### src/rtl/axi2mem_rd_tcdm_if.sv
// Read-side TCDM interface for axi2mem: issues paired lane reads to two memory ports
// and merges the in-order lane responses into tagged 64-bit beats.
module axi2mem_rd_tcdm_if #(
    parameter int unsigned DEPTH      = 4,
    parameter int unsigned ADDR_WIDTH = 32,
    parameter int unsigned ID_WIDTH   = 6
) (
    input  logic                      clk_i,
    input  logic                      rst_i,
    input  logic [1:0]                trans_req_i,
    input  logic [1:0][ADDR_WIDTH-1:0] trans_add_i,
    input  logic [1:0][ID_WIDTH-1:0]  trans_id_i,
    input  logic [1:0]                trans_last_i,
    output logic [1:0]                trans_gnt_o,
    output logic [1:0]                tcdm_req_o,
    output logic [1:0][ADDR_WIDTH-1:0] tcdm_add_o,
    output logic [1:0]                tcdm_wen_o,
    output logic [1:0][3:0]           tcdm_be_o,
    input  logic [1:0]                tcdm_gnt_i,
    input  logic [1:0]                tcdm_r_valid_i,
    input  logic [1:0][31:0]          tcdm_r_rdata_i,
    output logic [63:0]               data_dat_o,
    output logic [ID_WIDTH-1:0]       data_id_o,
    output logic                      data_last_o,
    output logic                      data_gnt_o,
    input  logic                      data_req_i
);
    localparam int unsigned PW = $clog2(DEPTH);
    localparam int unsigned CW = PW + 1;
    localparam logic [CW-1:0] FULL = CW'(DEPTH);

    logic             pop;
    logic [1:0]       accept;
    logic [1:0]       dat_avail;
    logic [1:0][31:0] dat_head;

    logic [ID_WIDTH:0] tag_mem [DEPTH];
    logic [PW-1:0]     tag_wp;
    logic [PW-1:0]     tag_rp;
    logic              unused_lane1_tag;

    assign pop = data_req_i & data_gnt_o;

    for (genvar k = 0; k < 2; k++) begin : g_lane
        logic [ADDR_WIDTH-1:0] cmd_mem [DEPTH];
        logic [PW-1:0]         cmd_wp;
        logic [PW-1:0]         cmd_rp;
        logic [CW-1:0]         cmd_cnt;
        logic [31:0]           dat_mem [DEPTH];
        logic [PW-1:0]         dat_wp;
        logic [PW-1:0]         dat_rp;
        logic [CW-1:0]         dat_cnt;
        logic [CW-1:0]         occ;
        logic [CW-1:0]         infl;
        logic                  issue;
        logic                  resp;

        // occ counts every beat from acceptance until pop, so no lane structure can overflow
        assign trans_gnt_o[k] = !rst_i && (occ < FULL);
        assign accept[k]      = trans_req_i[k] & trans_gnt_o[k];
        assign tcdm_req_o[k]  = !rst_i && (cmd_cnt != '0);
        assign tcdm_add_o[k]  = tcdm_req_o[k] ? cmd_mem[cmd_rp] : '0;
        assign issue          = tcdm_req_o[k] & tcdm_gnt_i[k];
        assign resp           = tcdm_r_valid_i[k] && (infl != '0);
        assign dat_avail[k]   = dat_cnt != '0;
        assign dat_head[k]    = dat_mem[dat_rp];

        always_ff @(posedge clk_i) begin
            if (rst_i) begin
                cmd_wp  <= '0;
                cmd_rp  <= '0;
                cmd_cnt <= '0;
                dat_wp  <= '0;
                dat_rp  <= '0;
                dat_cnt <= '0;
                occ     <= '0;
                infl    <= '0;
            end else begin
                if (accept[k]) cmd_wp <= cmd_wp + PW'(1);
                if (issue)     cmd_rp <= cmd_rp + PW'(1);
                if (resp)      dat_wp <= dat_wp + PW'(1);
                if (pop)       dat_rp <= dat_rp + PW'(1);

                case ({accept[k], issue})
                    2'b10:   cmd_cnt <= cmd_cnt + CW'(1);
                    2'b01:   cmd_cnt <= cmd_cnt - CW'(1);
                    default: ;
                endcase
                case ({accept[k], pop})
                    2'b10:   occ <= occ + CW'(1);
                    2'b01:   occ <= occ - CW'(1);
                    default: ;
                endcase
                case ({issue, resp})
                    2'b10:   infl <= infl + CW'(1);
                    2'b01:   infl <= infl - CW'(1);
                    default: ;
                endcase
                case ({resp, pop})
                    2'b10:   dat_cnt <= dat_cnt + CW'(1);
                    2'b01:   dat_cnt <= dat_cnt - CW'(1);
                    default: ;
                endcase
            end
        end

        always_ff @(posedge clk_i) begin
            if (accept[k]) cmd_mem[cmd_wp] <= trans_add_i[k];
            if (resp)      dat_mem[dat_wp] <= tcdm_r_rdata_i[k];
        end
    end

    // Tags travel with lane 0 only; lane 1 id/last are redundant copies.
    assign unused_lane1_tag = ^{trans_id_i[1], trans_last_i[1]};

    always_ff @(posedge clk_i) begin
        if (rst_i) begin
            tag_wp <= '0;
            tag_rp <= '0;
        end else begin
            if (accept[0]) tag_wp <= tag_wp + PW'(1);
            if (pop)       tag_rp <= tag_rp + PW'(1);
        end
    end

    always_ff @(posedge clk_i) begin
        if (accept[0]) tag_mem[tag_wp] <= {trans_id_i[0], trans_last_i[0]};
    end

    assign data_gnt_o  = !rst_i && (&dat_avail);
    assign data_dat_o  = rst_i ? '0 : {dat_head[1], dat_head[0]};
    assign data_id_o   = rst_i ? '0 : tag_mem[tag_rp][ID_WIDTH:1];
    assign data_last_o = !rst_i && tag_mem[tag_rp][0];
    assign tcdm_wen_o  = 2'b11;
    assign tcdm_be_o   = {2{4'hF}};

endmodule
### config.mk
export PLATFORM = sky130hd
export DESIGN_NAME = axi2mem_rd_tcdm_if
export DESIGN_NICKNAME = d
export VERILOG_FILES = /design/src/rtl/axi2mem_rd_tcdm_if.sv
export SDC_FILE = /design/constraint.sdc
export NUM_CORES = 1
export LEC_CHECK = 0
export CAP_MARGIN = 20
export CORE_MARGIN = 2
export CORE_UTILIZATION = 40
export DETAILED_ROUTE_END_ITERATION = 10
export PLACE_DENSITY = 0.7
export SLEW_MARGIN = 20
export SYNTH_ARGS = -nofsm -noshare
export SYNTH_HDL_FRONTEND = slang
export SYNTH_SLANG_ARGS = --single-unit
export TNS_END_PERCENT = 20
### constraint.sdc
create_clock -name clk_i -period 5.82 [get_ports clk_i]
set_input_delay 1.164 -clock clk_i [delete_from_list [all_inputs] [get_ports clk_i]]
set_output_delay 1.164 -clock clk_i [all_outputs]
set_load 0.05 [all_outputs]
## Yosys cells after proc, flatten, opt, wreduce, memory -nomap -nowiden

Memory sizes are Yosys's and may differ from the RTL's. A register that Yosys moved wholly into a read port is not among the register bits.
Index checks and enable logic that the tools add are counted.

| operators by class | value |
|---|---|
| add/subtract/negate cells | 26 |
| $mul | 0 |
| div/mod/pow operators | 0 |
| order comparisons | 2 |
| eq/ne operators | 16 |
| shift operators | 0 |
| muxes and demuxes | 30 |
| bitwise gates (word level) | 5 |
| reduce and logical (&&, ||, !) cells | 24 |

Operators by type and width:

| kind | number |
|---|---|
| 2-to-1 mux 32 bit | 2 |
| 2-to-1 mux 64 bit | 1 |
| one-hot mux 3 bit (2 select lines) | 8 |
| adder 3 x 1 -> 3 bit (second input constant) | 8 |
| subtractor 3 x 1 -> 3 bit (second input constant) | 8 |
| adder 2 x 1 -> 2 bit (second input constant) | 10 |
| 2-to-1 mux 2 bit | 10 |
| nonzero test 3 bit | 6 |
| equality test 2 x 1 -> 1 bit (second input constant) | 8 |
| equality test 2 bit (second input constant) | 8 |
| nonzero test 2 bit | 8 |
| logical AND 1 bit | 8 |
| 2-to-1 mux 1 bit | 8 |
| less-than comparator 3 bit (second input constant) | 2 |
| 2-to-1 mux 6 bit | 1 |
| AND 1 bit | 5 |
| AND reduction 2 bit | 1 |
| zero test 1 bit | 1 |

| word-level totals | value |
|---|---|
| flip-flop bits (word level) | 44 |
| latch bits | 0 |
| memory bits (writable) | 540 |
| ROM bits | 0 |
| input bits | 151 |
| output and inout bits | 150 |
| word-level logic and storage cells | 126 |
| memories | 5 |

Memory list:

| name | words | bits a word | read ports | clocked after memory_dff | write ports | RTL line | text |
|---|---|---|---|---|---|---|---|
| g_lane[0].cmd_mem | 4 | 32 | 1 | 1 | 1 | 45 | `logic [ADDR_WIDTH-1:0] cmd_mem [DEPTH];` |
| g_lane[0].dat_mem | 4 | 32 | 1 | 1 | 1 | 49 | `logic [31:0] dat_mem [DEPTH];` |
| g_lane[1].cmd_mem | 4 | 32 | 1 | 1 | 1 | 45 |  |
| g_lane[1].dat_mem | 4 | 32 | 1 | 1 | 1 | 49 |  |
| tag_mem | 4 | 7 | 1 | 1 | 1 | 37 | `logic [ID_WIDTH:0] tag_mem [DEPTH];` |

## Longest topological paths before layout

Gate-level depths: netlist of the first run.

| logic depth | value |
|---|---|
| depth after elaboration | 6 |
| depth in mapped cells | 11 |
| depth with buffers taken out | 10 |

## Least setup slack after synthesis of the first run

No wires, ideal clock.

| path | value |
|---|---|
| kind | input -> output |
| from | in rst_i |
| to | out data_gnt_o |
| arrival | 2636 ps |
| required time | 4656 ps |
| setup slack | 2020 ps |
| stages on the path | 3 |
| buffers on the path | 2 |
| path through | buf_2 -> buf_1 -> nor3_1 |

| between the ends | value |
|---|---|
| cells in the longest elaborated chain, start to end | 2 |

RTL lines:

| element | RTL line | text |
|---|---|---|
| start: declaration | 9 | `input logic rst_i,` |
| zero test 1 bit | 130 | `assign data_gnt_o = !rst_i && (&dat_avail);` |
| logical AND 1 bit | 130 |  |
| end: declaration | 25 | `output logic data_gnt_o,` |

Every way passes these cells.

==> flow_metrics.env, run 1 <==
export IMPL_synth_area_um2=23400
export IMPL_power_leakage_nw=9.26
export IMPL_grt_pass1_vias=12238
export IMPL_cp_top_family="buffers and inverters"
export IMPL_cap_violations=0
export IMPL_ys_types=35
export IMPL_die_y_um=246
export IMPL_postCtsHoldBufs=0
export IMPL_drc_errors=0
export IMPL_ys_ff_latch=594
export IMPL_ys_warn_count=0
export IMPL_hold_class="reg2reg"
export IMPL_clk_pin_slew_ps=60
export IMPL_grt_usage=0.150
export IMPL_ir_worst_vdd_mv=0.282
export IMPL_critical_path_class="reg2out"
export IMPL_slew_headroom=0.389
export IMPL_root_buffer="clkbuf_16"
export IMPL_vias_per_cell=4.98
export IMPL_grt_pass1_wl_um=69800
export IMPL_worstPathArrival_ps=3300
export IMPL_tns_ps=0
export IMPL_fin_nets=1672
export IMPL_utilization=0.500
export IMPL_setup_viol=0
export IMPL_dieWidth_um=246
export IMPL_synth_area_leaders="edfxtp_1 (69%), mux4_2 (12%), dfxtp_1 (4.6%)"
export IMPL_drtAntennaViolNets=0
export IMPL_clk_path_buf_depth=3
export IMPL_required_ps=4660
export IMPL_clock_sinks=594
export IMPL_vias=11468
export IMPL_worst_slack_ps=1360
export IMPL_first_pass_iters=4
export IMPL_wl_per_cell_um=19.9
export IMPL_yosysMostFrequentCell="edfxtp_1"
export IMPL_drive_gt1_frac=0.174
export IMPL_rsz0062_at_grt="false"
export IMPL_worst_path_max_delay_cell="dfxtp_2"
export IMPL_async_reset_ff_frac=0
export IMPL_coreArea_um2=57800
export IMPL_cp_cell_sequence="buf_4 -> mux4_2 -> and2_1 -> clkdlybuf4s50_1"
export IMPL_cts_tree="built"
export IMPL_report_final_slew_viol_count=0
export IMPL_area_growth_pct=23.4
export IMPL_cts_setup_buffers=0
export IMPL_io_buffers=283
export IMPL_antenna_cells=0
export IMPL_finalHoldViolCount=0
export IMPL_ys_top_cells_by_count="edfxtp_1 (540), and2_1 (156), mux4_2 (127)"
export IMPL_grt_overflow=0
export IMPL_fmax_ghz=0.224
export IMPL_critical_path_max_stage_delay_ps=880
export IMPL_worstMarginPinSlew_ps=916
export IMPL_hold_ws_ps=456
export IMPL_ff2ff_setup_slack_ps=3210
export IMPL_dieArea_um2=60500
export IMPL_cts_buffers=60
export IMPL_cp_max_fo=23
export IMPL_routabilityCongestion=0.730
export IMPL_synth_top_area_cell="edfxtp_1"
export IMPL_path_buf_inv=2
export IMPL_dp_hpwl_um=27800
export IMPL_synthCells=1165
export IMPL_clkLatencyLatePin_ps=620
export IMPL_drt_iter0_drc=597
export IMPL_dp_slack_ps=1410
export IMPL_period_share=0.767
export IMPL_finalPower_mw=9.82
export IMPL_cp_end_kind="output port"
export IMPL_cts_repair_resized=0
export IMPL_synth_edf_count=540
export IMPL_antenna_found_initial=2
export IMPL_ys_seq_area_frac=0.738
export IMPL_fin_skew_ps=35.0
export IMPL_grt_max_degree=71
export IMPL_period_needed_ps=4460
export IMPL_outcome="complete, no violations"
export IMPL_powerDensity_nw_per_um2=340
export IMPL_startpoint_type="flip-flop"
export IMPL_wirelength_um=45800
export IMPL_htree_levels=2
export IMPL_start_util=0.405
export IMPL_dominantRegCellSynth="edfxtp_1"
export IMPL_ioPinCount=301
export IMPL_num_rows=88
export IMPL_yosysTopAreaCellShare=0.692
export IMPL_synth_area_per_cell_um2=20.1
sequential cells by signal (all words and copies together), names as in the netlist, 6 cells and up, named ones only:
| name | cells |
|---|---|
| g_lane.cmd_cnt | 6 |
| g_lane.cmd_mem | 256 |
| g_lane.dat_cnt | 6 |
| g_lane.dat_mem | 256 |
| g_lane.infl | 6 |
| g_lane.occ | 6 |
| tag_mem | 28 |
power breakdown:
group / total (mW) / internal (mW) / switching (mW)
Sequential: 4.90 / 4.82 / 0.0805
Clock: 3.74 / 2.17 / 1.57
Combinational: 1.17 / 0.491 / 0.683
worst register-to-register path, cell delays in order (launching register included):
cell	delay, ps
dfxtp_1	380
nor3_2	120
nor3b_4	390
and2_1	330
ha_1	240
inv_1	60
fa_1	370
xor2_1	160
or3_1	300
a21oi_1	150
logic make-up (layout without fill, tap and decap cells):
family / count (synthesis) / count (layout) / share of synthesized area
AO/OA/AOI/OAI: 43 / 43 / 0.0112
multiplexers: 145 / 145 / 0.136
AND/OR/NAND/NOR: 226 / 226 / 0.0573
XOR/XNOR: 21 / 21 / 0.00785
buffers and inverters: 99 / 461 / 0.0280
flip-flops: 594 / 594 / 0.738
adder cells (fa/ha/maj): 36 / 36 / 0.0218
other: 1 / 10 / 0.000160
layout make-up:
cell class / count / area [µm²]
multi-input combinational: 481 / 5520
tap: 765 / 957
fill: 4694 / 28900
sequential: 594 / 17300
inverter: 37 / 139
timing repair buffer: 311 / 3050
clock inverter: 33 / 305
clock buffer: 80 / 1650
layer usage:
metal	GRT usage	wire length (µm)	up-vias
met5	0	27	-
met4	0.0385	847	4
met3	0.0382	2940	61
met2	0.258	23300	283
met1	0.189	18700	5942
li1	-	-	5178
metrics by stage:
step / cells / cell area, µm²
floorplan: 1174 / 23500
global placement: 2188 / 27000
detailed placement: 2188 / 27000
CTS: 2301 / 28900
global route: 2301 / 28900
finish: 2301 / 28900
cells in the final DEF, fill, tap and decap left out, types with 3 or more instances in the layout:
cell type,netlist,final
o211ai_1,4,4
inv_1,37,36
dfxtp_1,54,49
edfxtp_1,540,540
mux4_2,127,127
clkbuf_16,0,61
o21ai_0,8,8
clkbuf_8,0,5
nor3_1,3,3
buf_4,10,27
nor2_1,36,36
clkinv_1,0,7
a21oi_1,17,17
mux2i_1,4,4
and2_1,156,156
mux2_2,6,6
bufinv_16,0,4
or4_1,3,3
or3_1,8,8
fa_1,8,8
xnor2_1,7,7
nand2_1,10,10
nor2b_1,3,3
xor2_1,14,14
clkbuf_1,14,14
dfxtp_2,0,5
clkdlybuf4s50_1,0,282
conb_1,1,10
clkinv_2,0,16
o31ai_1,12,12
mux4_1,8,8
ha_1,28,28
final timing paths:
path,endpoint,cells after the start,start
min,flip-flop,1,g_lane[0].cmd_rp[1]
max,data_dat_o[18],4,flip-flop
max reg2reg,g_lane[1].dat_cnt[2],9,g_lane[0].dat_cnt[0]
min reg2reg,flip-flop,1,g_lane[0].cmd_rp[1]
No activity file was read; power rests on OpenSTA's default activity.
==> inputs of run 2 (changes only) <==
clock period = 4.3 ns   (was 5.82 ns; I/O delays follow)
==> run 2 against run 1 <==
Net effect: clock power increased by 36%; cell count is essentially flat; flip-flop and latch count stayed put; count of clock-buffer cells in the layout unchanged; routed wire length shrank 0.76%; worst hold slack better by 33 ps; global-route usage about the same; combinational power increased by 38%; first-iteration DRC count decreased by 6.7%; die area is the same; critical endpoint is now tcdm_add_o[6].
==> flow_metrics.env, run 2 (synthesis results as in run 1) <==
export IMPL_outcome="complete, no violations"
export IMPL_htree_levels=2
export IMPL_wl_per_cell_um=19.7
export IMPL_route_met2_wl_um=22600
export IMPL_hold_ws_ps=490
export IMPL_slew_headroom=0.595
export IMPL_finalPower_mw=13.3
export IMPL_drc_errors=0
export IMPL_ioPinCount=301
export IMPL_grt_max_degree=75
export IMPL_period_needed_ps=3860
export IMPL_vias_per_cell=4.98
export IMPL_top_layer="met5"
export IMPL_postCtsHoldBufs=0
export IMPL_fmax_ghz=0.259
export IMPL_cts_tree="built"
export IMPL_die_y_um=246
export IMPL_drtAntennaViolNets=0
export IMPL_worstMarginPinSlew_ps=604
export IMPL_hold_class="reg2reg"
export IMPL_cts_setup_buffers=0
export IMPL_drive_gt1_frac=0.179
export IMPL_period_share=0.898
export IMPL_dieArea_um2=60500
export IMPL_cts_repair_resized=0
export IMPL_worstPathArrival_ps=3000
export IMPL_cts_buffers=59
export IMPL_fillers=4678
export IMPL_dp_hpwl_um=27900
export IMPL_grt_overflow=0
export IMPL_clk_pin_slew_ps=60
export IMPL_drt_iter0_drc=557
export IMPL_report_final_slew_viol_count=0
export IMPL_dieWidth_um=246
export IMPL_required_ps=3440
export IMPL_layout_commonest_cell="edfxtp_1"
export IMPL_design_area_um2=28900
export IMPL_fin_skew_ps=10.4
export IMPL_cap_violations=0
export IMPL_fin_nets=1673
export IMPL_coreArea_um2=57800
export IMPL_io_buffers=283
export IMPL_tns_ps=0
export IMPL_routabilityCongestion=0.713
export IMPL_layout_common_cells="edfxtp_1 (540), clkdlybuf4s50_1 (268), and2_1 (156)"
export IMPL_clk_path_buf_depth=3
export IMPL_ir_worst_vdd_mv=0.355
export IMPL_top_regs="g_lane.cmd_mem: 256 flops, g_lane.dat_mem: 256 flops, tag_mem: 28 flops"
export IMPL_vias=11466
export IMPL_wirelength_um=45400
export IMPL_clock_sinks=594
export IMPL_cp_max_fo=14
export IMPL_finalHoldViolCount=0
export IMPL_clkLatencyLatePin_ps=590
export IMPL_num_rows=88
export IMPL_area_growth_pct=23.4
export IMPL_cp_end_kind="output port"
export IMPL_start_util=0.405
export IMPL_first_pass_iters=4
export IMPL_critical_path_class="reg2out"
export IMPL_power_leakage_nw=9.29
export IMPL_placed_area_um2=27000
export IMPL_powerDensity_nw_per_um2=461
export IMPL_met1_length_um=18800
export IMPL_root_buffer="clkbuf_16"
export IMPL_grt_usage=0.150
export IMPL_rsz0062_at_grt="false"
export IMPL_startpoint_type="flip-flop"
export IMPL_grt_pass1_vias=12322
export IMPL_grt_pass1_wl_um=69800
export IMPL_dr_wl_met3_um=2920
export IMPL_antenna_found_initial=5
export IMPL_setup_viol=0
-- run 2: final timing paths --
kind / cells after the start / to / slack (ps) / from
worst max register to register: 8 / g_lane[0].occ[2] / 1690 / g_lane[1].dat_cnt[2]
worst min register to register: 2 / g_lane[1].infl[2] / 490 / g_lane[1].infl[2]
worst min-delay path: 2 / g_lane[1].infl[2] / 490 / g_lane[1].infl[2]
worst max-delay path: 4 / tcdm_add_o[6] / 440 / flip-flop
-- run 2: worst max-delay path, cell delays in order, from the launching register on --
cell	delay, ps
dfxtp_2	630
buf_4	350
mux4_2	550
and2_1	180
clkdlybuf4s50_1	700
-- run 2: final cells by class --
class / count / area [µm²] / share of cell area
flip-flops and latches: 594 / 17300 / 0.598
multi-input cells: 481 / 5520 / 0.191
repair buffers: 313 / 3070 / 0.106
clock buffers: 80 / 1620 / 0.0559
well taps: 765 / 957 / 0.0331
clock inverters: 28 / 318 / 0.0110
inverters: 37 / 139 / 0.00480
diodes: 4 / 10.0 / 0.000346
-- run 2: metal layers --
layer | GRT usage | up-vias
li1 | - | 5195
met1 | 0.188 | 5923
met3 | 0.0407 | 75
met4 | 0.0422 | 4
met2 | 0.257 | 269
met5 | 0 | -
-- run 2: report_power, final --
group / total, mW / internal [mW] / switching [mW]
clock network: 5.10 / 3.04 / 2.06
registers: 6.62 / 6.53 / 0.0904
logic: 1.61 / 0.667 / 0.945
-- run 2: metrics by stage --
stage | instances | util | setup slack [ps]
after CTS | 2298 | 0.500 | 324
after detailed placement | 2190 | 0.467 | 574
after floorplan | 1174 | - | 1110
after global placement | 2190 | 0.467 | 596
final | 2302 | 0.500 | 439
after global routing | 2300 | 0.500 | 232
